[src/rtl/spike_serializer_out.sv]
// Spike frame serializer: queues core spike frames and streams them
// out LSB-beat-first, with a registered bypass for chip daisy-chaining.
module spike_serializer_out #(
  parameter int SPIKE_WIDTH = 16,
  parameter int IO_WIDTH    = 8,
  parameter int FIFO_DEPTH  = 2
) (
  input  logic                   CLK,
  input  logic                   RST,
  input  logic                   BP,
  input  logic                   IN_VALID,
  input  logic [IO_WIDTH-1:0]    IN_SPIKE,
  input  logic                   FRAME_VALID,
  input  logic [SPIKE_WIDTH-1:0] FRAME_SPIKE,
  output logic                   FRAME_READY,
  output logic                   OUT_VALID,
  output logic [IO_WIDTH-1:0]    OUT_SPIKE,
  input  logic                   OUT_READY,
  output logic                   BUSY,
  output logic                   OVERFLOW
);

  localparam int NBEATS = SPIKE_WIDTH / IO_WIDTH;
  localparam int CW = (NBEATS > 1) ? $clog2(NBEATS) : 1;
  localparam int AW = $clog2(FIFO_DEPTH);
  localparam logic [CW-1:0] C_LAST = CW'(NBEATS - 1);

  logic [SPIKE_WIDTH-1:0] r_mem [FIFO_DEPTH];
  logic [AW:0]            r_wp;
  logic [AW:0]            r_rp;
  logic [SPIKE_WIDTH-1:0] r_sh;
  logic [CW-1:0]          r_cnt;
  logic                   r_ser_v;
  logic                   r_byp_v;
  logic [IO_WIDTH-1:0]    r_byp_d;
  logic                   r_ovf;

  logic w_empty;
  logic w_full;
  logic w_push;
  logic w_load;
  logic w_adv;
  logic w_last;

  assign w_empty = (r_wp == r_rp);
  assign w_full  = (r_wp[AW] != r_rp[AW]) &&
                   (r_wp[AW-1:0] == r_rp[AW-1:0]);
  assign w_push  = FRAME_VALID && FRAME_READY;
  assign w_last  = (r_cnt == C_LAST);
  assign w_adv   = r_ser_v && OUT_READY && !BP;
  // A frame is loaded into an idle serializer or right behind the last beat.
  assign w_load  = !w_empty && !BP &&
                   (!r_ser_v || (w_adv && w_last));

  assign FRAME_READY = !BP && !w_full;
  assign OUT_VALID   = BP ? r_byp_v : r_ser_v;
  assign OUT_SPIKE   = BP ? r_byp_d : r_sh[IO_WIDTH-1:0];
  assign BUSY        = !w_empty || r_ser_v;
  assign OVERFLOW    = r_ovf;

  // Frame storage; contents need no reset, the pointers gate validity.
  always_ff @(posedge CLK) begin
    if (w_push) begin
      r_mem[r_wp[AW-1:0]] <= FRAME_SPIKE;
    end
  end

  // FIFO pointers with an extra wrap bit for full/empty.
  always_ff @(posedge CLK or posedge RST) begin
    if (RST) begin
      r_wp <= '0;
      r_rp <= '0;
    end else begin
      if (w_push) r_wp <= r_wp + 1'b1;
      if (w_load) r_rp <= r_rp + 1'b1;
    end
  end

  // Shift register, beat counter and valid flag of the serializer.
  always_ff @(posedge CLK or posedge RST) begin
    if (RST) begin
      r_sh    <= '0;
      r_cnt   <= '0;
      r_ser_v <= 1'b0;
    end else if (w_load) begin
      r_sh    <= r_mem[r_rp[AW-1:0]];
      r_cnt   <= '0;
      r_ser_v <= 1'b1;
    end else if (w_adv) begin
      if (!w_last) begin
        r_sh  <= r_sh >> IO_WIDTH;
        r_cnt <= r_cnt + 1'b1;
      end else begin
        r_ser_v <= 1'b0;
      end
    end
  end

  // Upstream chain beat registered every edge for the bypass path.
  always_ff @(posedge CLK or posedge RST) begin
    if (RST) begin
      r_byp_v <= 1'b0;
      r_byp_d <= '0;
    end else begin
      r_byp_v <= IN_VALID;
      r_byp_d <= IN_SPIKE;
    end
  end

  // Sticky flag for a frame refused while not in bypass.
  always_ff @(posedge CLK or posedge RST) begin
    if (RST) begin
      r_ovf <= 1'b0;
    end else if (FRAME_VALID && !FRAME_READY && !BP) begin
      r_ovf <= 1'b1;
    end
  end

endmodule

[config.mk]
export PLATFORM = sky130hd
export DESIGN_NAME = spike_serializer_out
export DESIGN_NICKNAME = d
export VERILOG_FILES = /design/src/rtl/spike_serializer_out.sv
export SDC_FILE = /design/constraint.sdc
export NUM_CORES = 1
export LEC_CHECK = 0
export ABC_CLOCK_PERIOD_IN_PS = 2500
export BUFFER_PORTS_ARGS = -buffer_cell sky130_fd_sc_hd__clkbuf_2
export CAP_MARGIN = 0
export CORE_MARGIN = 4
export CORE_UTILIZATION = 47
export DETAILED_ROUTE_END_ITERATION = 6
export MAX_ROUTING_LAYER = met4
export PLACE_DENSITY = 0.66
export SYNTH_ARGS = -nofsm -noshare
export SYNTH_HDL_FRONTEND = slang
export SYNTH_SLANG_ARGS = --single-unit
export TNS_END_PERCENT = 1
[constraint.sdc]
create_clock -name CLK -period 2.5 [get_ports CLK]
set_clock_uncertainty 0.2 [all_clocks]
set_input_delay 0.25 -clock CLK [delete_from_list [all_inputs] [get_ports CLK]]
set_output_delay 0.25 -clock CLK [all_outputs]
set_load 0.01 [all_outputs]
* Word level (Yosys, flattened, before mapping)
Memory sizes are Yosys's and may differ from the RTL's.
Cells that the tools add are included.
** Operators by class
- Muxes and demuxes :: 13
- Equal/unequal tests :: 4
- Reductions and logical operators :: 21
- Add/subtract/negate cells :: 3
** Operators by type and width (number)
- $mux 16 :: 3
- $logic_and 1x1->1 :: 10
- $mux 1 :: 9
- $mux 8 :: 1
- $logic_not 1->1 :: 5
- $add 2x1->2 const B :: 2
- $reduce_and 2->1 :: 2
- $reduce_bool 2->1 :: 2
- $eq 2x2->1 :: 1
- $logic_or 1x1->1 :: 2
- $ne 2x1->1 const B :: 1
- $add 1x1->1 const B :: 1
- $eq 1x1->1 :: 1
- $ne 1x1->1 :: 1
** Word-level totals
- Register bits after elaboration :: 32
- Word-level logic and storage cells :: 50
- Memories :: 1
- Bits in writable memories :: 32
- Output and inout port bits :: 12
** Memory list
- r_mem :: words 2, width 16, rd ports 1, clocked after memory_dff 0, write ports 1, RTL line 28 : logic [SPIKE_WIDTH-1:0] r_mem [FIFO_DEPTH];

* Logic depth before layout (Yosys ltp)
Gate-level depths: netlist (run 1).
- Word-level depth :: 7
- Depth in mapped cells :: 6

* Worst setup path before layout (run 1)
No wires, ideal clock.
- Path type :: register to register
- Start :: register r_rp[1]
- End :: memory r_mem[0][0], enable pin
- Arrival time :: 1.598 ns
- Path buffers :: 0
- Cell stages (with the launch flop) :: 4
- Path slack :: 0.314 ns
- Cell sequence :: dfrtp_1 -> xnor2_2 -> o21ai_1 -> nor2_1
** On the way
- Cells in the longest elaborated chain, start to end :: 7
** Ends and longest elaborated chain
- start: declaration :: RTL line 30 : logic [AW:0] r_rp;
- start signal: assignment :: RTL line 75 : if (w_load) r_rp <= r_rp + 1'b1;
- $ne 1x1->1 :: RTL line 46 : assign w_full = (r_wp[AW] != r_rp[AW]) &&
- $logic_and 1x1->1 :: RTL line 46
- $logic_not 1->1 :: RTL line 55 : assign FRAME_READY = !BP && !w_full;
- $logic_and 1x1->1 :: RTL line 55
- $logic_and 1x1->1 :: RTL line 48 : assign w_push = FRAME_VALID && FRAME_READY;
- $mux 1 :: RTL line 63 : if (w_push) begin
- $mux 1 (not written as such) :: RTL line 64 : r_mem[r_wp[AW-1:0]] <= FRAME_SPIKE;
- end: declaration :: RTL line 28
Every way passes these cells.

* Worst setup path after layout (run 1)
- Start :: register r_rp[1]
- End :: output FRAME_READY
** On the way
- Cells in the longest elaborated chain, start to end :: 4
** Ends and longest elaborated chain
- $ne 1x1->1 :: RTL line 46
- $logic_and 1x1->1 :: RTL line 46
- $logic_not 1->1 :: RTL line 55
- $logic_and 1x1->1 :: RTL line 55
- end: declaration :: RTL line 15 : output logic FRAME_READY,
Every way passes these cells.

==> flow_summary.json, run 1 <==
{
  "status": "finished clean",
  "hold_ws_ns": 0.105,
  "die-area_um2": 6780,
  "path_clk_slew_ns": 0.06,
  "fin_crit_sh": 0.800,
  "crit_required_ns": 2.05,
  "grt_overflow": 0,
  "finalMaxSlewViolations": 0,
  "drt_first_pass_iters": 4,
  "yosysMostFrequentCell": "mux2i_1",
  "wl_mm": 4.33,
  "synth_common_cells": "mux2i_1, dfrtp_1, edfxtp_1",
  "crit_fanout": 8,
  "fill_cells": 381,
  "dieWidth_um": 82.3,
  "yosysWarnings": 0,
  "dp_slack_ns": 0.614,
  "worstMarginPinSlew_ns": 0.582,
  "clkLatencyLatePin_ns": 0.34,
  "cts_tree": "yes",
  "grt_pass1_wl_mm": 7.22,
  "antenna_cells": 0,
  "synthesis.area_um2": 2600,
  "ir_drop_uv": 456,
  "cap_violations": 0,
  "async_flop_share": 0.500,
  "finalInstanceArea_um2": 3340,
  "viasPerCell": 4.76,
  "use_met3": 0.0651,
  "syn_nets": 190,
  "p_total_mw": 3.47,
  "clockBufferDepth": 2,
  "grt_max_degree": 24,
  "synth-simple-area-share": 0.0318,
  "yosysUniqueCellTypes": 29,
  "synth_xor_area_frac": 0.0294,
  "hold_violations": 0,
  "multi_input_area_um2": 749,
  "synth_edf_count": 32,
  "synth_cells": 160,
  "place_congestion": 0.709,
  "post-route-util": 0.637,
  "synth_compound_area_frac": 0.0313,
  "vias": 1475,
  "setup_viol": 0,
  "antenna_found_initial": 0,
  "p_per_area_nw_per_um2": 1040,
  "fp.coreArea_um2": 5240,
  "cts_sinks": 64,
  "die_h_um": 82.3,
  "synth_adder_area_share": 0,
  "regArea_um2": 1760,
  "drt_iter0_drc": 60,
  "fin_tns_setup_ns": 0,
  "synth_area_per_cell_um2": 16.2,
  "setup_slack_ns": 0.501,
  "h-tree-depth": 3,
  "yosysTopAreaCellShare": 0.370,
  "wire_per_inst_um": 14.0,
  "min_period_ns": 2.00,
  "final_nets": 266,
  "track_usage": 0.154,
  "use_met2": 0.258,
  "cts_buffers": 9,
  "syn_to_final_growth_pct": 28.5,
  "dpl_cell_area_um2": 2880,
  "critPathArrivalTime_ns": 1.55,
  "stdcell_count": 310,
  "synth_flop_cell": "edfxtp_1",
  "fmax_mhz": 500,
  "antenna_left": 0,
  "yosys.area.top_type": "edfxtp_1",
  "num_io_pins": 42,
  "ys_top_cells_by_area": "edfxtp_1, dfrtp_1, mux2i_1",
  "start_kind": "register",
  "relSlewSlack": 0.607,
  "cts_root_buffer": "clkbuf_8",
  "initial_core_util": 0.496,
  "rsz0062_at_grt": "no",
  "rows": 26,
  "dp.cells": 269,
  "critPathKind": "register to output port",
  "min_path_type": "input pin to register",
  "drc": 0,
  "drive_gt1_frac": 0.296,
  "synth_top_family_by_area": "multiplexers",
  "cp-end-kind": "output port",
  "synth.ff_latch_count": 64,
  "post-dp-hpwl_mm": 2.84,
  "p_leak_nw": 1.44,
  "grt-busiest-layer": "met2",
  "post_cts_buffers": 0,
  "muxShareOfSynthArea": 0.193,
  "grt_use_met1": 0.158,
  "ys_seq_area_frac": 0.679,
  "grt_pass1_vias": 1602,
  "port_buffers": 41
}
[metal layers]
metal / up-vias / wire [um]
li1: 728 / -
met1: 705 / 1710
met2: 33 / 2280
met3: 9 / 261
met4: 0 / 76
met5: - / 0
[area by class of cell]
cell class,instances,share of cell area
well taps,70,0.0263
multi-input cells,82,0.225
clock inverters,5,0.0218
clock buffers,10,0.0383
repair buffers,74,0.155
flip-flops and latches,64,0.528
inverters,5,0.00563
[power by group]
group / internal [mW] / total (mW) / switching [mW]
sequential: 1.38 / 1.54 / 0.157
combinational: 0.497 / 1.03 / 0.530
clock: 0.547 / 0.900 / 0.353
total: 2.43 / 3.47 / 1.04
[what timing repair did]
action / CTS / global route
hold endpoints to repair: 50 / 0
hold buffers: 26 / 0
setup endpoints to repair: 0 / 0
gates resized for setup: 0 / 0
[registers in the layout, indices dropped and copies added, names as in the netlist]
| signal | count |
|---|---|
| r_wp | 2 |
| r_sh | 16 |
| r_cnt | 1 |
| r_byp_v | 1 |
| r_byp_d | 8 |
| r_mem | 32 |
| OVERFLOW | 1 |
| r_ser_v | 1 |
| r_rp | 2 |
[cell usage in the layout (no fill, tap or decap), types with 2 or more instances in the layout]
cell type	synthesis	layout
clkbuf_8	0	9
dfrtp_1	32	32
inv_1	5	5
xnor2_1	3	3
clkbuf_2	0	41
mux2_2	7	7
clkinv_1	0	2
nor2_1	3	3
mux2_1	2	2
xnor2_2	2	2
mux2i_1	40	40
a21o_1	2	2
buf_4	0	7
edfxtp_1	32	32
dlygate4sd3_1	0	26
nand2_1	8	8
o21ai_1	2	2
xor2_1	2	2
bufinv_16	0	2
[worst max-delay path, cell delays in order (launching register included)]
cell	delay, ns
dfrtp_1	0.42
xnor2_2	0.41
nor2_1	0.13
nor2_1	0.11
clkbuf_2	0.14
[cells by family after synthesis]
family	after synthesis
xor gates and xnor gates	7
AOI/OAI and AO/OA	10
buffers and inverters	14
and+or+nand+nor	16
DFF	64
muxes	49
[path summary, 6_finish.rpt]
check                                          start                endpoint  slack [ns]  cells after the start
worst max-delay path             r_rp[1]$_DFFE_PP0P_             FRAME_READY        0.50                      4
worst min-delay path                       OUT_READY     r_ser_v$_DFFE_PP0P_        0.11                      4
worst max register to register   r_rp[1]$_DFFE_PP0P_  r_mem[0][15]$_DFFE_PP_        0.57                      4
worst min register to register  OVERFLOW$_DFFE_PP0P_    OVERFLOW$_DFFE_PP0P_        0.27                      1
max in group asynchronous                        RST     r_rp[0]$_DFFE_PP0P_        1.25                      4
min in group asynchronous                        RST     r_sh[1]$_DFFE_PP0P_        0.20                      3
(Power assumes the default switching activity.)
==> inputs of run 2 (changes only) <==
Settings changed: ABC_AREA set to 1, ABC_CLOCK_PERIOD_IN_PS 2500 to 1800, PLACE_DENSITY 0.66 to 0.69.
Clock period 2.5 ns to 1.8 ns, I/O delays scaled along.
==> run 2 against run 1 <==
Sequential cell count stayed put; worst hold slack got worse by 0.057 ns; first-iteration DRC count up 77%; non-clock buffer count increased by 10; utilization rose by 0.21 points; critical path type unchanged; via count increased by 37%; wire length grew 21%; critical path depth up 2.
==> flow_summary.json, run 2 <==
{
  "dieWidth_um": 84.6,
  "min_path_cells": 5,
  "synth_flop_cell": "edfxtp_1",
  "antenna_found_initial": 0,
  "crit_buf_inv": 2,
  "cts_buffers": 9,
  "grt_pass1_vias": 2080,
  "critPathArrivalTime_ns": 1.35,
  "dp.cells": 376,
  "fin_crit_sh": 0.963,
  "stdcell_count": 425,
  "place_congestion": 0.742,
  "p_per_area_nw_per_um2": 1400,
  "post-dp-hpwl_mm": 3.36,
  "path_clk_slew_ns": 0.07,
  "dpl_cell_area_um2": 3080,
  "wl_met2_mm": 2.63,
  "cts_sinks": 64,
  "grt_pass1_wl_mm": 9.11,
  "rows": 27,
  "ir_drop_uv": 794,
  "start_kind": "register",
  "cp-end-kind": "output port",
  "cp-startpoint": "r_rp[1]$_DFFE_PP0P_",
  "synth.ff_latch_count": 64,
  "clockBufferDepth": 2,
  "final_cell_mix": "nand2_1, clkbuf_2, edfxtp_1, dfrtp_1, dlygate4sd3_1",
  "worstMarginPinSlew_ns": 0.394,
  "yosysMostFrequentCell": "nand2_1",
  "synth_area_per_cell_um2": 10.4,
  "rsz0062_at_grt": "yes",
  "r2r_start": "r_rp[0]$_DFFE_PP0P_",
  "cts_root_buffer": "clkbuf_8",
  "clkLatencyLatePin_ns": 0.33,
  "met1_length_mm": 2.33,
  "num_io_pins": 42,
  "antenna_left": 0,
  "crit_fanout": 3,
  "ys_top_cells_by_area": "edfxtp_1, dfrtp_1, nand2_1",
  "wl_mm": 5.24,
  "crit_required_ns": 1.42,
  "relSlewSlack": 0.737,
  "synthesis.area_um2": 2760,
  "dp_slack_ns": 0.0584,
  "wire_per_inst_um": 12.3,
  "largest_register_ff_count": 32,
  "min_path_type": "input pin to register",
  "reg2reg_slack_ns": 0.08,
  "top_layer": "met4",
  "r2r_end": "r_mem[0][6]$_DFFE_PP_",
  "grt_overflow": 0,
  "fill_cells": 469,
  "status": "finished clean",
  "track_usage": 0.166,
  "fmax_mhz": 577,
  "yosysWarnings": 0,
  "cap_violations": 0,
  "die_h_um": 84.6,
  "final_common_cell": "nand2_1",
  "drt_iter0_drc": 106,
  "cp.depth": 6,
  "drive_gt1_frac": 0.275,
  "final_nets": 378,
  "critPathKind": "register to output port",
  "h-tree-depth": 3,
  "initial_core_util": 0.491,
  "drt_first_pass_iters": 4,
  "setup_slack_ns": 0.0670,
  "crit_family": "simple AND/OR/NAND/NOR gates",
  "ys_seq_area_frac": 0.639,
  "cts_tree": "yes",
  "vias": 2021,
  "holdPathEnd": "r_cnt$_DFFE_PP0P_",
  "synth_edf_count": 32,
  "hold_violations": 0,
  "min_period_ns": 1.73,
  "yosysUniqueCellTypes": 25,
  "setup_viol": 0,
  "port_buffers": 41,
  "async_flop_share": 0.500,
  "cp_slowest_stage_delay_ns": 0.40,
  "synth_common_cells": "nand2_1, dfrtp_1, edfxtp_1",
  "yosys.area.top_type": "edfxtp_1",
  "grt_max_degree": 33,
  "p_leak_nw": 1.71,
  "r2r_cells": 8,
  "wl_met3_um": 250,
  "finalMaxSlewViolations": 0,
  "syn_to_final_growth_pct": 30.1,
  "worstPathCellList": "inv_1 > nand2_1 > nand2_2 > nand2_4 > or2_4 > clkbuf_2",
  "min_from": "OUT_READY",
  "yosysTopAreaCellShare": 0.349,
  "viasPerCell": 4.76,
  "drc": 0,
  "finalInstanceArea_um2": 3580,
  "synth_cells": 266,
  "cp_slowest_cell": "dfrtp_1",
  "fp.coreArea_um2": 5610,
  "syn_nets": 296,
  "antenna_cells": 0,
  "die-area_um2": 7150
}
run 2: area by class of cell:
| class | instances | area, um^2 | share of cell area |
|---|---|---|---|
| Sequential cell | 64 | 1760 | 0.492 |
| Multi-Input combinational cell | 170 | 836 | 0.233 |
| Timing Repair Buffer | 84 | 633 | 0.177 |
| Clock buffer | 12 | 135 | 0.0377 |
| Tap cell | 72 | 90.1 | 0.0251 |
| Inverter | 19 | 81.3 | 0.0227 |
| Clock inverter | 4 | 45.0 | 0.0126 |
run 2: cells by family (layout without fill, tap and decap cells):
group | Yosys count | count (layout) | synth area share
XOR/XNOR | 3 | 3 | 0.00954
flip-flops | 64 | 64 | 0.639
AO/OA/AOI/OAI | 12 | 12 | 0.0241
AND/OR/NAND/NOR | 155 | 155 | 0.263
buffers and inverters | 32 | 119 | 0.0636
run 2: per-layer routing:
metal | vias up | GRT usage
li1 | 1040 | -
met1 | 931 | 0.209
met2 | 45 | 0.266
met3 | 5 | 0.0314
met4 | 0 | 0.0647
met5 | - | -
run 2: through the flow:
stage | TNS [ns] | util | power, mW | hold WS, ns
CTS | 0 | 0.638 | 5.05 | 0.0414
detailed placement | 0 | 0.549 | 3.75 | 0.0693
global placement | 0 | 0.549 | 3.71 | 0.0671
global route | -0.0388 | 0.639 | 5.41 | 0.0813
finish | 0 | 0.639 | 5.01 | 0.0489
floorplan | -1.20 | - | 3.30 | 0.0114
run 2: where the power goes:
part	switching [mW]	internal (mW)
Combinational	1.03	0.745
Sequential	0.201	1.91
Clock	0.493	0.634
run 2: what timing repair did:
action	CTS	global route
gates resized for setup	3	1
setup endpoints to repair	1	17
buffers inserted	6	0
hold buffers	27	0
pin swaps	1	0
endpoints found under the hold margin	75	0
run 2: how the worst max path moves through the flow:
stage	slack (ns)	endpoint
2_1_floorplan	-0.08	r_mem[0][0]$_DFFE_PP_
3_3_place_gp	0.10	r_mem[1][15]$_DFFE_PP_
3_5_place_dp	0.06	r_mem[0][12]$_DFFE_PP_
4_1_cts	0.05	BUSY
5_1_grt	-0.008	BUSY
6_report	0.07	BUSY
run 2: worst register-to-register path, stage by stage (launching register included):
cell and delay, ns:
dfrtp_2 0.44, nand2_1 0.09, nand2_2 0.08, nand3_1 0.13
nand2_1 0.08, inv_1 0.07, nand3_1 0.09, inv_1 0.10
buf_12 0.16
==> inputs of run 3 (changes only) <==
Settings changed: ABC_AREA 1 to not set.
==> run 3 against run 2 <==
Fmax is 0.14% lower; clock-buffer cell count shrank 2; wire length decreased by 14%.
==> flow_summary.json, run 3 (synthesized netlist as in run 1, its figures left out) <==
{
  "drt_first_pass_iters": 4,
  "largest_register_ff_count": 32,
  "fill_cells": 380,
  "final_nets": 274,
  "path_clk_slew_ns": 0.07,
  "cts_tree": "yes",
  "crit_end": "r_mem[1][11]$_DFFE_PP_",
  "wl_mm": 4.51,
  "regArea_um2": 1760,
  "wire_per_inst_um": 14.1,
  "start_kind": "register",
  "min_period_ns": 1.74,
  "antenna_cells": 0,
  "crit_fanout": 10,
  "die_h_um": 82.3,
  "place_congestion": 0.779,
  "finalMaxSlewViolations": 0,
  "rsz0062_at_grt": "yes",
  "drc": 0,
  "dieWidth_um": 82.3,
  "grt_overflow": 0,
  "reg2reg_slack_ns": 0.06,
  "vias": 1552,
  "cts_buffers": 9,
  "drive_gt1_frac": 0.337,
  "setup_viol": 0,
  "antenna_left": 0,
  "cts_root_buffer": "clkbuf_8",
  "cap_violations": 0,
  "r2r_end": "r_mem[1][11]$_DFFE_PP_",
  "die-area_um2": 6780,
  "syn_to_final_growth_pct": 31.8,
  "grt_max_degree": 19,
  "r2r_cells": 5,
  "final_common_cell": "clkbuf_2",
  "track_usage": 0.160,
  "viasPerCell": 4.87,
  "port_buffers": 41,
  "post-dp-hpwl_mm": 3.16,
  "dpl_cell_area_um2": 2950,
  "fp.coreArea_um2": 5240,
  "p_leak_nw": 1.48,
  "status": "finished clean",
  "r2r_start": "r_wp[1]$_DFFE_PP0P_",
  "worstMarginPinSlew_ns": 0.406,
  "final_cell_mix": "clkbuf_2, mux2i_1, edfxtp_1, dfrtp_1, dlygate4sd3_1",
  "clockBufferDepth": 2,
  "multi_input_area_um2": 757,
  "fmax_mhz": 576,
  "p_per_area_nw_per_um2": 1450,
  "cts_sinks": 64,
  "drt_iter0_drc": 21,
  "min_from": "OUT_READY",
  "antenna_found_initial": 0,
  "clkLatencyLatePin_ns": 0.33,
  "cp-startpoint": "r_wp[1]$_DFFE_PP0P_",
  "grt_pass1_wl_mm": 7.47,
  "ir_drop_uv": 744,
  "critPathKind": "register to register",
  "finalInstanceArea_um2": 3420,
  "min_path_type": "input pin to register",
  "h-tree-depth": 3,
  "rows": 26,
  "p_total_mw": 4.95,
  "relSlewSlack": 0.729,
  "num_io_pins": 42,
  "hold_violations": 0,
  "initial_core_util": 0.496,
  "crit_required_ns": 1.69,
  "grt_pass1_vias": 1696,
  "fin_crit_sh": 0.964,
  "cp-end-kind": "register",
  "critPathArrivalTime_ns": 1.62
}
run 3: cell count changes in the layout (fill, tap and decap cells not counted), sizes merged, moves of 2 or more:
cell | before | now
mux2 | 0 | 9
o21ai | 11 | 2
nand2 | 114 | 8
nand3 | 21 | 0
clkinvlp | 0 | 2
inv | 19 | 5
xnor2 | 2 | 5
mux2i | 0 | 40
clkbuf | 53 | 51
nand4 | 17 | 0
a21o | 0 | 2
run 3: timing repair:
item | 4_1_cts | 5_1_grt
pin swaps | 1 | 1
buffers inserted | 1 | 1
endpoints found under the setup margin | 1 | 2
resized for setup | 0 | 2
endpoints found under the hold margin | 73 | 0
hold buffers | 26 | 0
run 3: worst max-delay path, cell delays in order (launching register included):
cell and delay, ns:
dfrtp_1 0.43, xnor2_2 0.17, buf_4 0.14, o211ai_1 0.24, inv_1 0.10, buf_4 0.20
run 3: power by group:
| group | leakage, nW | internal [mW] | switching, mW | total [mW] |
|---|---|---|---|---|
| sequential | 0.674 | 1.93 | 0.213 | 2.14 |
| clock | 0.0920 | 0.631 | 0.524 | 1.15 |
| combinational | 0.711 | 0.851 | 0.804 | 1.66 |
run 3: worst min path at each step:
| stage | cells after the start | to | slack, ns |
|---|---|---|---|
| 2_1_floorplan | 0 | r_byp_d[0]$_DFF_PP0_ | 0.01 |
| 3_3_place_gp | 3 | r_byp_d[2]$_DFF_PP0_ | -0.01 |
| 3_5_place_dp | 3 | r_byp_d[2]$_DFF_PP0_ | 0.006 |
| 4_1_cts | 4 | r_ser_v$_DFFE_PP0P_ | 0.03 |
| 5_1_grt | 4 | r_ser_v$_DFFE_PP0P_ | 0.04 |
| 6_report | 4 | r_cnt$_DFFE_PP0P_ | 0.05 |
run 3: through the flow:
stage | util | hold slack [ns] | setup slack, ns | cells | setup TNS, ns
6_report | 0.653 | 0.0521 | 0.0645 | 319 | 0
5_1_grt | 0.653 | 0.0404 | -0.0230 | 319 | -0.0271
4_1_cts | 0.651 | 0.0345 | 0.0218 | 318 | 0
3_5_place_dp | 0.564 | 0.00597 | 0.0815 | 275 | 0
3_3_place_gp | 0.564 | -0.0108 | 0.162 | 275 | 0
2_1_floorplan | - | 0.0114 | -0.00562 | 160 | -0.0899
run 3: metal layers:
metal	share of wire	global-route usage	up-vias
li1	-	-	742
met1	0.38	0.153	763
met2	0.54	0.280	36
met3	0.057	0.0629	11
met4	0.024	0.0781	0
met5	0	-	-
run 3: final cells by class:
class / count / share of cell area
tap: 70 / 0.0256
sequential: 64 / 0.515
multi-input combinational: 82 / 0.221
clock buffer: 10 / 0.0373
clock inverter: 6 / 0.0176
inverter: 5 / 0.00549
timing repair buffer: 82 / 0.177
